**config.mk**
```make
export PLATFORM = sky130hd
export DESIGN_NAME = check_connect
export DESIGN_NICKNAME = d
export VERILOG_FILES = /design/src/rtl/check_connect.sv
export SDC_FILE = /design/constraint.sdc
export NUM_CORES = 1
export LEC_CHECK = 0
export ABC_AREA = 1
export BUFFER_PORTS_ARGS = -buffer_cell sky130_fd_sc_hd__buf_2
export CAP_MARGIN = 10
export CORE_AREA = 2 2 39 41
export DETAILED_ROUTE_END_ITERATION = 7
export DIE_AREA = 0 0 41 43
export SLEW_MARGIN = 30
export SYNTH_ARGS = -nofsm -noshare
export SYNTH_HDL_FRONTEND = slang
export SYNTH_SLANG_ARGS = --single-unit
```
**constraint.sdc**
```tcl
create_clock -name clock -period 2.8 [get_ports clock]
set_input_delay 0.28 -clock clock [delete_from_list [all_inputs] [get_ports clock]]
set_output_delay 0.28 -clock clock [all_outputs]
set_load 0.01 [all_outputs]
```
**src/rtl/check_connect.sv**
```systemverilog
// Registered Connect-N line checker: finds the first run of CONN equal player cells.
// Optional bad_cell output enabled by defining CHECK_CONNECT_BADCELL_EN.
module check_connect #(
  parameter int  WIDTH = 4,
  parameter int  CONN  = 3,
  localparam int IDX_W = (WIDTH > 1) ? $clog2(WIDTH) : 1
) (
  input  logic               clock,
  input  logic               reset,
  input  logic               in_valid,
  input  logic [2*WIDTH-1:0] cells,
  output logic               out_valid,
  output logic [1:0]         winner,
  output logic [IDX_W-1:0]   p1_start,
  output logic [IDX_W-1:0]   p2_start
`ifdef CHECK_CONNECT_BADCELL_EN
  ,
  output logic               bad_cell
`endif
);

  localparam logic [1:0] CODE_P1 = 2'b01;
  localparam logic [1:0] CODE_P2 = 2'b10;

  logic             out_valid_q;
  logic [1:0]       winner_q, winner_d;
  logic [IDX_W-1:0] p1_start_q, p1_start_d;
  logic [IDX_W-1:0] p2_start_q, p2_start_d;

  // A run counter reaches CONN for the first time exactly at the end of the
  // lowest winning window, so its start is i-CONN+1. CONN > WIDTH never reaches it.
  always_comb begin
    int run1;
    int run2;
    // NOTE: every combinational output gets a default first so no latch is inferred.
    winner_d   = 2'b00;
    p1_start_d = '0;
    p2_start_d = '0;
    run1       = 0;
    run2       = 0;
    for (int i = 0; i < WIDTH; i++) begin
      run1 = (cells[2*i +: 2] == CODE_P1) ? run1 + 1 : 0;
      run2 = (cells[2*i +: 2] == CODE_P2) ? run2 + 1 : 0;
      if (run1 == CONN && !winner_d[0]) begin
        winner_d[0] = 1'b1;
        p1_start_d  = IDX_W'(i - CONN + 1);
      end
      if (run2 == CONN && !winner_d[1]) begin
        winner_d[1] = 1'b1;
        p2_start_d  = IDX_W'(i - CONN + 1);
      end
    end
  end

`ifdef CHECK_CONNECT_BADCELL_EN
  logic bad_cell_q, bad_cell_d;

  always_comb begin
    bad_cell_d = 1'b0;
    for (int i = 0; i < WIDTH; i++) begin
      if (cells[2*i +: 2] == 2'b11) bad_cell_d = 1'b1;
    end
  end

  always_ff @(posedge clock) begin
    if (reset) begin
      bad_cell_q <= 1'b0;
    end else if (in_valid) begin
      bad_cell_q <= bad_cell_d;
    end
  end

  assign bad_cell = bad_cell_q;
`endif

  // Result registers hold their last value while no sample is offered.
  always_ff @(posedge clock) begin
    // NOTE: non-blocking assignments keep all registers updating from pre-edge values.
    if (reset) begin
      out_valid_q <= 1'b0;
      winner_q    <= 2'b00;
      p1_start_q  <= '0;
      p2_start_q  <= '0;
    end else begin
      out_valid_q <= in_valid;
      if (in_valid) begin
        winner_q   <= winner_d;
        p1_start_q <= p1_start_d;
        p2_start_q <= p2_start_d;
      end
    end
  end

  assign out_valid = out_valid_q;
  assign winner    = winner_q;
  assign p1_start  = p1_start_q;
  assign p2_start  = p2_start_q;

endmodule

```
==> impl_metrics.toml, run 1 <==
[status]
status = "finished, final reports clean"

[sta]
setup_violations = 0
layout_setup_ws_ns = 1.468
slew_violations = 0
rsz0062_at_grt = "no"
final.period_utilization_pct = 47.57
finalHoldViolations = 0
fin_crit_ns = 1.332
final.setup.tns_ns = 0
whs_ns = 0.2142
skew_ns = 0
achievable-frequency_ghz = 0.7507

[power_and_ir_drop]
p_switching_w = 0.00005491
pwr-share-clk_pct = 39.9
power.leakage_nw = 0.3137
p_int_w = 0.0001699
peakVddDrop_uv = 105.9
power.density_mw_per_mm2 = 430.9
swShare_pct = 24.42
seq_power_share_pct = 46.0
power_w = 0.0002248
p_comb_share_pct = 14.2

[synthesis]
yosys_warnings = 0
yosysUniqueCellTypes = 12
synth-xor-area-share_pct = 0
synth_area_per_cell_sq_um = 6.444
synth-compound-area-share_pct = 7.767
ys_ff_latch = 7
synthTopCellsByArea = "dfxtp_1, nand2_1, ha_1"
synthAdderAreaFrac_pct = 12.94
ys_seq_area_share_pct = 36.25
yosysTopAreaCell = "dfxtp_1"
synth_top_area_share_pct = 36.25
yosys.area_share.simple_pct = 31.39
synth_top_family_by_area = "simple AND/OR/NAND/NOR gates"
synthMuxAreaShare_pct = 0
synthCells = 60
syn_area_sq_um = 386.6

[global_route]
grt_antenna_before_repair = 0
grtUsageTotal_pct = 11.82
grt-ovfl-total = 0
grtUsageMet2_pct = 18.13
use_met3_pct = 3.141
grt_max_degree = 7
busiest_layer = "met2"
met1_usage_pct = 12.46
grt_first_pass_wirelength_microns = 1359
grt_pass1_vias = 382

[die]
die_h_microns = 43
fp.dieArea_sq_mm = 0.001763
io_pins = 18
num_rows = 14
initial_core_util_pct = 27.94
coreArea_sq_mm = 0.001384
die_w_microns = 41

[detailed_routing]
postRouteAntennaNets = 0
vias_per_cell = 4.347
firstDrtPassIters = 2
totalWireLength_microns = 767
wl_per_cell_microns = 7.827
drc_errors = 0
drt_iter0_markers = 15
num_vias = 426

[worst_setup_path]
cp.arrival_ns = 1.51
slowest_delay_ns = 0.27
worst_setup_path_start_kind = "primary input"
critPathCaptureType = "register"
crit_top_cell = "nand2_1"
cp.required_ns = 2.98
worstSetupPathType = "primary input to register"
worstPathCellList = "buf_2, inv_1, nor2_1, nand2_1, nand2_1, inv_1, ha_1, ha_1, nand2_1, nor3_1, nand2_1, a21oi_1"
crit_fanout = 3
crit_family = "adder cells"
crit_buf_inv = 3
cp_slowest_cell = "ha_1"

[clock_tree]
clk_pin_slew_ns = 0.05
post_cts_resized = 0
clkSinkCount = 7
cts_tree = "built"
worstSkewPairLatency_ns = 0.25
cts_buffer_depth = 2
post-cts-setup-buffer-count = 0
clockRootBuffer = "clkbuf_4"
cts_max_level = 1
numCtsBuffers = 3
cts_hold_buffers = 0

[placed_design]
place_inst = 94
pre_cts_slack_ns = 1.204
dp_hpwl_microns = 663.5
gp_congestion = 0.6750
io_buffers = 17

[cells_and_area]
diodes = 0
fillerInstances = 165
drive_above_1_share_pct = 25.61
finalNetCount = 98
layout-area-overhead-vs-synth_pct = 34.95
layout.cells.non_filler = 98

[flow_run]
cap_violations = 0

[min_path]
min_path_type = "primary input to register"
[Yosys cell counts]
cell,instances
dfxtp_1,7
o21ai_1,2
nor3_1,2
nor2_1,10
o21ai_0,2
inv_1,10
nor4_1,1
inv_2,1
conb_1,1
ha_1,4
nand2_1,18
a21oi_1,2
[worst reg2reg max path, cell delays in order (launching register included)]
cell and delay (ns):
dfxtp_1 0.30, o21ai_0 0.16, a21oi_1 0.05
[flip-flops by register name (all words and copies together) (netlist names)]
name and flops:
out_valid 1, winner 2, p2_start 2, p1_start 2
[path summary, 6_finish.rpt]
kind	start	to	slack (ns)	depth (start not counted)
setup reg to reg	winner[1]	winner[1]	2.17	2
hold reg to reg	p1_start[1]	p1_start[1]	0.44	2
setup / recovery	cells[2]	winner[0]	1.47	12
hold / removal	reset	out_valid	0.21	2
[stage by stage]
step,instance area [sq um],utilization [%]
detailed placement,495.5,35.80
finish,521.8,37.70
global route,521.8,37.70
global placement,495.5,35.80
floorplan,390.4,-
CTS,521.8,37.70
[final cells by class]
class,count,area [sq um],area share (%)
repair buffers,17,85.08,16.31
well taps,16,20.02,3.837
flip-flops and latches,7,140.1,26.86
clock buffers,4,26.28,5.036
multi-input cells,43,209.0,40.05
inverters,11,41.29,7.914
[layer usage]
layer / share of wire, % / vias up / wire length [microns]
met5: 0 / - / 0
met4: 1.8 / 0 / 14
met2: 45 / 21 / 342
met3: 9.9 / 2 / 76
met1: 43 / 176 / 333
li1: - / 227 / -
[logic make-up after synthesis]
| logic type | Yosys count |
|---|---|
| compound gates | 6 |
| other cells | 1 |
| simple gates | 31 |
| buf+inv | 11 |
| flops | 7 |
| fa+ha+maj | 4 |
[layout by cell type, fill, tap and decap left out, drive strengths merged]
master,count
nor2,10
nand2,18
dfxtp,7
inv,11
buf,17
nor3,2
conb,2
ha,4
nor4,1
a21oi,2
o21ai,4
clkbuf,4
[power groups by stage]
stage               sequential [W]  combinational [W]  clock [W]
finish                    0.000103          0.0000319  0.0000896
global route              0.000104          0.0000385   0.000101
CTS                       0.000103          0.0000324  0.0000934
detailed placement        0.000105          0.0000322          0
global placement          0.000105          0.0000313          0
floorplan                 0.000107          0.0000159          0
No activity file was read; power rests on OpenSTA's default activity.
==> run 2, diff against run 1 <==
- ABC_AREA: 1 -> 0
- clock period: 2.8 -> 1.4 ns (I/O delays scaled with it)
==> run 2 against run 1 <==
Compared with the run above:
- first-iteration DRC count fell by 100%
- clock power rose by 95%
- cell count fell by 9.2%
- sequential share of layout area fell by 6.0 points
- critical path depth fell by 4
- register-to-register slack got worse by 1.5 ns
- synthesized cell count fell by 23%
- sequential power rose by 97%
- cell area rose by 29%
- area after synthesis rose by 8.4%
==> impl_metrics.toml, run 2 <==
[status]
status = "finished, final reports clean"

[detailed_routing]
drc_errors = 0
totalWireLength_microns = 797
num_vias = 413
firstDrtPassIters = 1
drt_iter0_markers = 0
wl_per_cell_microns = 8.955
postRouteAntennaNets = 0
vias_per_cell = 4.640

[placed_design]
postPlaceCellArea_sq_um = 615.6
dp_hpwl_microns = 663.8
pre_cts_slack_ns = -0.3278
gp_congestion = 0.6432
io_buffers = 17

[worst_setup_path]
worst_setup_path_start_kind = "primary input"
cp.required_ns = 1.56
crit_top_cell = "ha_4"
worstPathCellList = "buf_6, nand2b_4, a31oi_4, ha_4, ha_4, nand4b_1, or4b_1, o32ai_2"
crit_fanout = 2
cp.arrival_ns = 1.52
worstSetupPathType = "primary input to register"
cp_slowest_cell = "or4b_1"
slowest_delay_ns = 0.50
critPathCaptureType = "register"

[die]
fp.dieArea_sq_mm = 0.001763
coreArea_sq_mm = 0.001384
die_w_microns = 41
initial_core_util_pct = 30.29
num_rows = 14
die_h_microns = 43
io_pins = 18

[global_route]
grtUsageTotal_pct = 11.03
grt-ovfl-total = 0
grt_first_pass_wirelength_microns = 1311
grt_max_degree = 12
grt_pass1_vias = 387
grt_antenna_before_repair = 0

[cells_and_area]
final_cell_mix = "buf_2, dfxtp_1, buf_4"
stdcell_area_sq_um = 673.1
final_common_cell = "buf_2"
finalNetCount = 89
diodes = 0
layout-area-overhead-vs-synth_pct = 60.60
post-route-util_pct = 48.64
drive_above_1_share_pct = 49.32

[clock_tree]
clk_pin_slew_ns = 0.05
cts_buffer_depth = 2
cts_tree = "built"
cts_hold_buffers = 0
worstSkewPairLatency_ns = 0.24
numCtsBuffers = 3
post-cts-setup-buffer-count = 0
clkSinkCount = 7
clockRootBuffer = "clkbuf_4"
cts_max_level = 1

[sta]
final.period_utilization_pct = 97.15
skew_ns = 0
achievable-frequency_ghz = 0.7353
fin_crit_ns = 1.360
setup_violations = 0
rsz0062_at_grt = "yes"
layout_setup_ws_ns = 0.03995
whs_ns = 0.1884
slew_violations = 0
finalHoldViolations = 0

[synthesis]
ys_ff_latch = 7
yosys_warnings = 0
ys_seq_area_share_pct = 33.43
synth-edff-count = 0
synthTopCellsByArea = "dfxtp_1, ha_1, nand2b_1"
syn_area_sq_um = 419.2
synth_ff_type = "dfxtp_1"
synth_top_area_share_pct = 33.43
async_flop_share_pct = 0
synth_area_per_cell_sq_um = 9.112
synth_most_common_cell = "dfxtp_1"
yosysUniqueCellTypes = 22
yosysTopAreaCell = "dfxtp_1"
yosys-top-cells-count = "dfxtp_1, inv_1, nand2b_1, ha_1, nor3b_1"
synthCells = 46

[min_path]
min_path_type = "primary input to register"

[power_and_ir_drop]
power.leakage_nw = 0.3069
power.density_mw_per_mm2 = 695.4
peakVddDrop_uv = 205.7

[flow_run]
cap_violations = 0
run 2: cell types whose count changed in the layout (fill, tap and decap cells not counted), sizes merged, moves of 2 or more:
cell,previous run,this run
a21o,0,2
a21oi,2,0
buf,17,24
inv,11,6
nand2,18,2
nand2b,0,6
nand4,0,2
nor2,10,0
nor3b,0,3
o21ai,4,1
o32ai,0,2
run 2: layout make-up:
class	instances	area (sq um)
fill	152	710.7
multi-input combinational	32	307.8
timing repair buffer	24	156.4
sequential	7	140.1
clock buffer	4	26.28
inverter	6	22.52
tap	16	20.02
run 2: what timing repair did:
item | CTS | global route
endpoints found under the hold margin | 0 | 0
resized for setup | 1 | 5
setup endpoints to repair | 1 | 1
pin swaps | 1 | 0
cloned | 0 | 0
run 2: through the flow:
stage / cells / setup TNS, ns / total power [W]
floorplan: 47 / 0 / 0.0002522
global placement: 85 / -0.4117 / 0.0002893
detailed placement: 85 / -0.4555 / 0.0002904
CTS: 89 / 0 / 0.0004732
global route: 89 / -0.007465 / 0.0005028
finish: 89 / 0 / 0.0004681
run 2: critical path: cells and delay by family:
kind | cells | cell delay (ns)
adder cells (fa/ha/maj) | 2 | 0.42
AO/OA/AOI/OAI | 2 | 0.18
buffers and inverters | 1 | 0.07
AND/OR/NAND/NOR | 3 | 0.71
run 2: path summary, 6_finish.rpt:
path / slack (ns) / end / startpoint / cells past startpoint
max: 0.04 / p2_start[0] / cells[0] / 8
min reg2reg: 0.47 / p2_start[1] / p2_start[1] / 1
max reg2reg: 0.72 / p1_start[0] / p1_start[0] / 2
min: 0.19 / p1_start[1] / reset / 2
run 2: layer usage:
layer,global-route usage (%),vias up,part of all wire [%]
met5,0,-,0
li1,-,217,-
met4,12.00,0,2.4
met3,0,2,8.4
met2,17.19,16,48
met1,11.86,178,41
run 2: where the power goes:
group	leakage (nW)	switching (W)	total [W]	internal (W)
sequential	0.0567	0.000000647	0.000203	0.000202
combinational	0.235	0.0000422	0.0000898	0.0000476
clock	0.0150	0.0000672	0.000175	0.000108
total	0.307	0.000110	0.000468	0.000358
run 2: cell families (layout without fill, tap and decap cells):
logic type | after synthesis | count (layout) | share of synthesized area [%]
adders and majority gates | 4 | 4 | 11.94
other | 1 | 2 | 0.8947
and+or+nand+nor | 18 | 18 | 27.76
DFF | 7 | 7 | 33.43
buffers and inverters | 8 | 34 | 8.357
AOI/OAI and AO/OA | 8 | 8 | 17.61
==> run 3, diff against run 2 <==
- GPL_TIMING_DRIVEN: default -> 0
==> run 3 against run 2 <==
Compared with the run above:
- cell count shrank 4.5%
- register-to-register slack is essentially flat
- first-iteration DRC count is the same
- critical endpoint unchanged
- critical path depth is the same
- total power shrank 0.92%
- count of clock-buffer cells in the layout is the same
- the flow now finishes with violations (setup timing)
- sequential share of layout area grew 0.89 points
- core utilization shrank 2.0 points
- non-clock buffer count shrank 4
- hold slack lost 0.047 ns
==> impl_metrics.toml, run 3 (synthesis gave the netlist of run 2 again) <==
[status]
status = "complete, but fails checks"
violations = "setup timing"

[placed_design]
postPlaceCellArea_sq_um = 570.5
place_inst = 79
dp_hpwl_microns = 659.4
gp_congestion = 0.7439
io_buffers = 16

[detailed_routing]
totalWireLength_microns = 803
num_vias = 395
postRouteAntennaNets = 0
firstDrtPassIters = 1
wl_per_cell_microns = 9.447
drt_iter0_markers = 0
vias_per_cell = 4.647
drc_errors = 0

[global_route]
grt_first_pass_wirelength_microns = 1311
grtUsageTotal_pct = 10.82
grt_antenna_before_repair = 0
grt_pass1_vias = 373
grt_max_degree = 11
grt-ovfl-total = 0

[cells_and_area]
final_common_cell = "buf_2"
multi_input_area_sq_um = 311.5
diodes = 0
finalNetCount = 85
stdcell_area_sq_um = 645.6
final_cell_mix = "buf_2, dfxtp_1, inv_1, nand2b_1, buf_4"
layout-area-overhead-vs-synth_pct = 54.03
post-route-util_pct = 46.65
drive_above_1_share_pct = 49.28
fillerInstances = 141
regArea_sq_um = 140.1
layout.cells.non_filler = 85

[worst_setup_path]
cp.required_ns = 1.56
worstSetupPathType = "primary input to register"
worstPathCellList = "buf_6, nand2b_4, a31oi_4, ha_4, ha_4, nand4b_1, or4b_4, o32ai_2"
critPathCaptureType = "register"
crit_top_cell = "ha_4"
worst_setup_path_start_kind = "primary input"
cp_slowest_cell = "or4b_4"
crit_fanout = 2
slowest_delay_ns = 0.50
cp.arrival_ns = 1.57

[sta]
skew_ns = 0
slew_violations = 0
setup_violations = 1
fin_crit_ns = 1.410
finalHoldViolations = 0
final.setup.tns_ns = -0.009997
layout_setup_ws_ns = -0.009997
final.period_utilization_pct = 100.7
rsz0062_at_grt = "yes"
achievable-frequency_ghz = 0.7092

[clock_tree]
worstSkewPairLatency_ns = 0.24
clkSinkCount = 7
numCtsBuffers = 3
cts_hold_buffers = 0
clockRootBuffer = "clkbuf_4"
clk_pin_slew_ns = 0.05
cts_tree = "built"
cts_buffer_depth = 2
cts_max_level = 1

[min_path]
min_path_type = "primary input to register"

[die]
die_w_microns = 41
fp.dieArea_sq_mm = 0.001763
die_h_microns = 43
coreArea_sq_mm = 0.001384
io_pins = 18
initial_core_util_pct = 30.29
num_rows = 14

[power_and_ir_drop]
power.density_mw_per_mm2 = 718.3
p_int_w = 0.0003534
swShare_pct = 23.80
p_switching_w = 0.0001104
power.leakage_nw = 0.2858
pwr-share-clk_pct = 37.8
p_comb_share_pct = 18.4
peakVddDrop_uv = 232.7
power_w = 0.0004638
seq_power_share_pct = 43.7

[flow_run]
cap_violations = 0
run 3: worst paths after layout:
| path | from | endpoint | slack, ns | depth (start not counted) |
|---|---|---|---|---|
| hold / removal | reset | p1_start[1] | 0.14 | 2 |
| setup reg to reg | winner[1] | winner[1] | 0.72 | 3 |
| setup / recovery | cells[0] | p2_start[0] | -0.01 | 8 |
| hold reg to reg | p2_start[1] | p2_start[1] | 0.47 | 1 |
run 3: worst max-delay path: cells and delay by family:
family	cells	cell delay, ns
simple gates	3	0.72
buf+inv	1	0.07
compound gates	2	0.21
fa+ha+maj	2	0.41
run 3: through the flow:
step	worst slack, ns	hold slack (ns)
final	-0.009997	0.1415
after global routing	-0.06407	0.1301
after CTS	-0.01855	0.1327
after detailed placement	-0.4034	0.3925
after global placement	-0.3554	0.3913
after floorplan	0.001230	0.2798
run 3: routing by layer:
metal | part of all wire (%) | wire, microns | GRT usage [%] | vias to the layer above
met1 | 45 | 361 | 12.14 | 170
met5 | 0 | 0 | 0 | -
met3 | 7.3 | 59 | 0 | 2
met4 | 2.5 | 20 | 10.00 | 0
met2 | 45 | 362 | 17.19 | 16
li1 | - | - | - | 207
run 3: power groups by stage:
stage               Clock (W)  Sequential, W  Combinational, W
CTS                  0.000184       0.000203         0.0000857
floorplan                   0       0.000208         0.0000438
global placement            0       0.000207         0.0000729
finish               0.000176       0.000203         0.0000854
detailed placement          0       0.000207         0.0000739
global route         0.000197       0.000203         0.0000942
run 3: repair_timing:
item | 4_1_cts | 5_1_grt
pin swaps | 5 | 0
gates cloned | 0 | 0
gates resized for setup | 7 | 1
setup buffers | 2 | 0
endpoints found under the setup margin | 1 | 1
run 3: layout make-up:
type / instances / area share (%)
repair buffers: 18 / 17.05
clock buffers: 4 / 4.070
multi-input cells: 32 / 48.26
inverters: 6 / 3.876
well taps: 16 / 3.101
plain buffers: 2 / 1.938
flip-flops and latches: 7 / 21.71
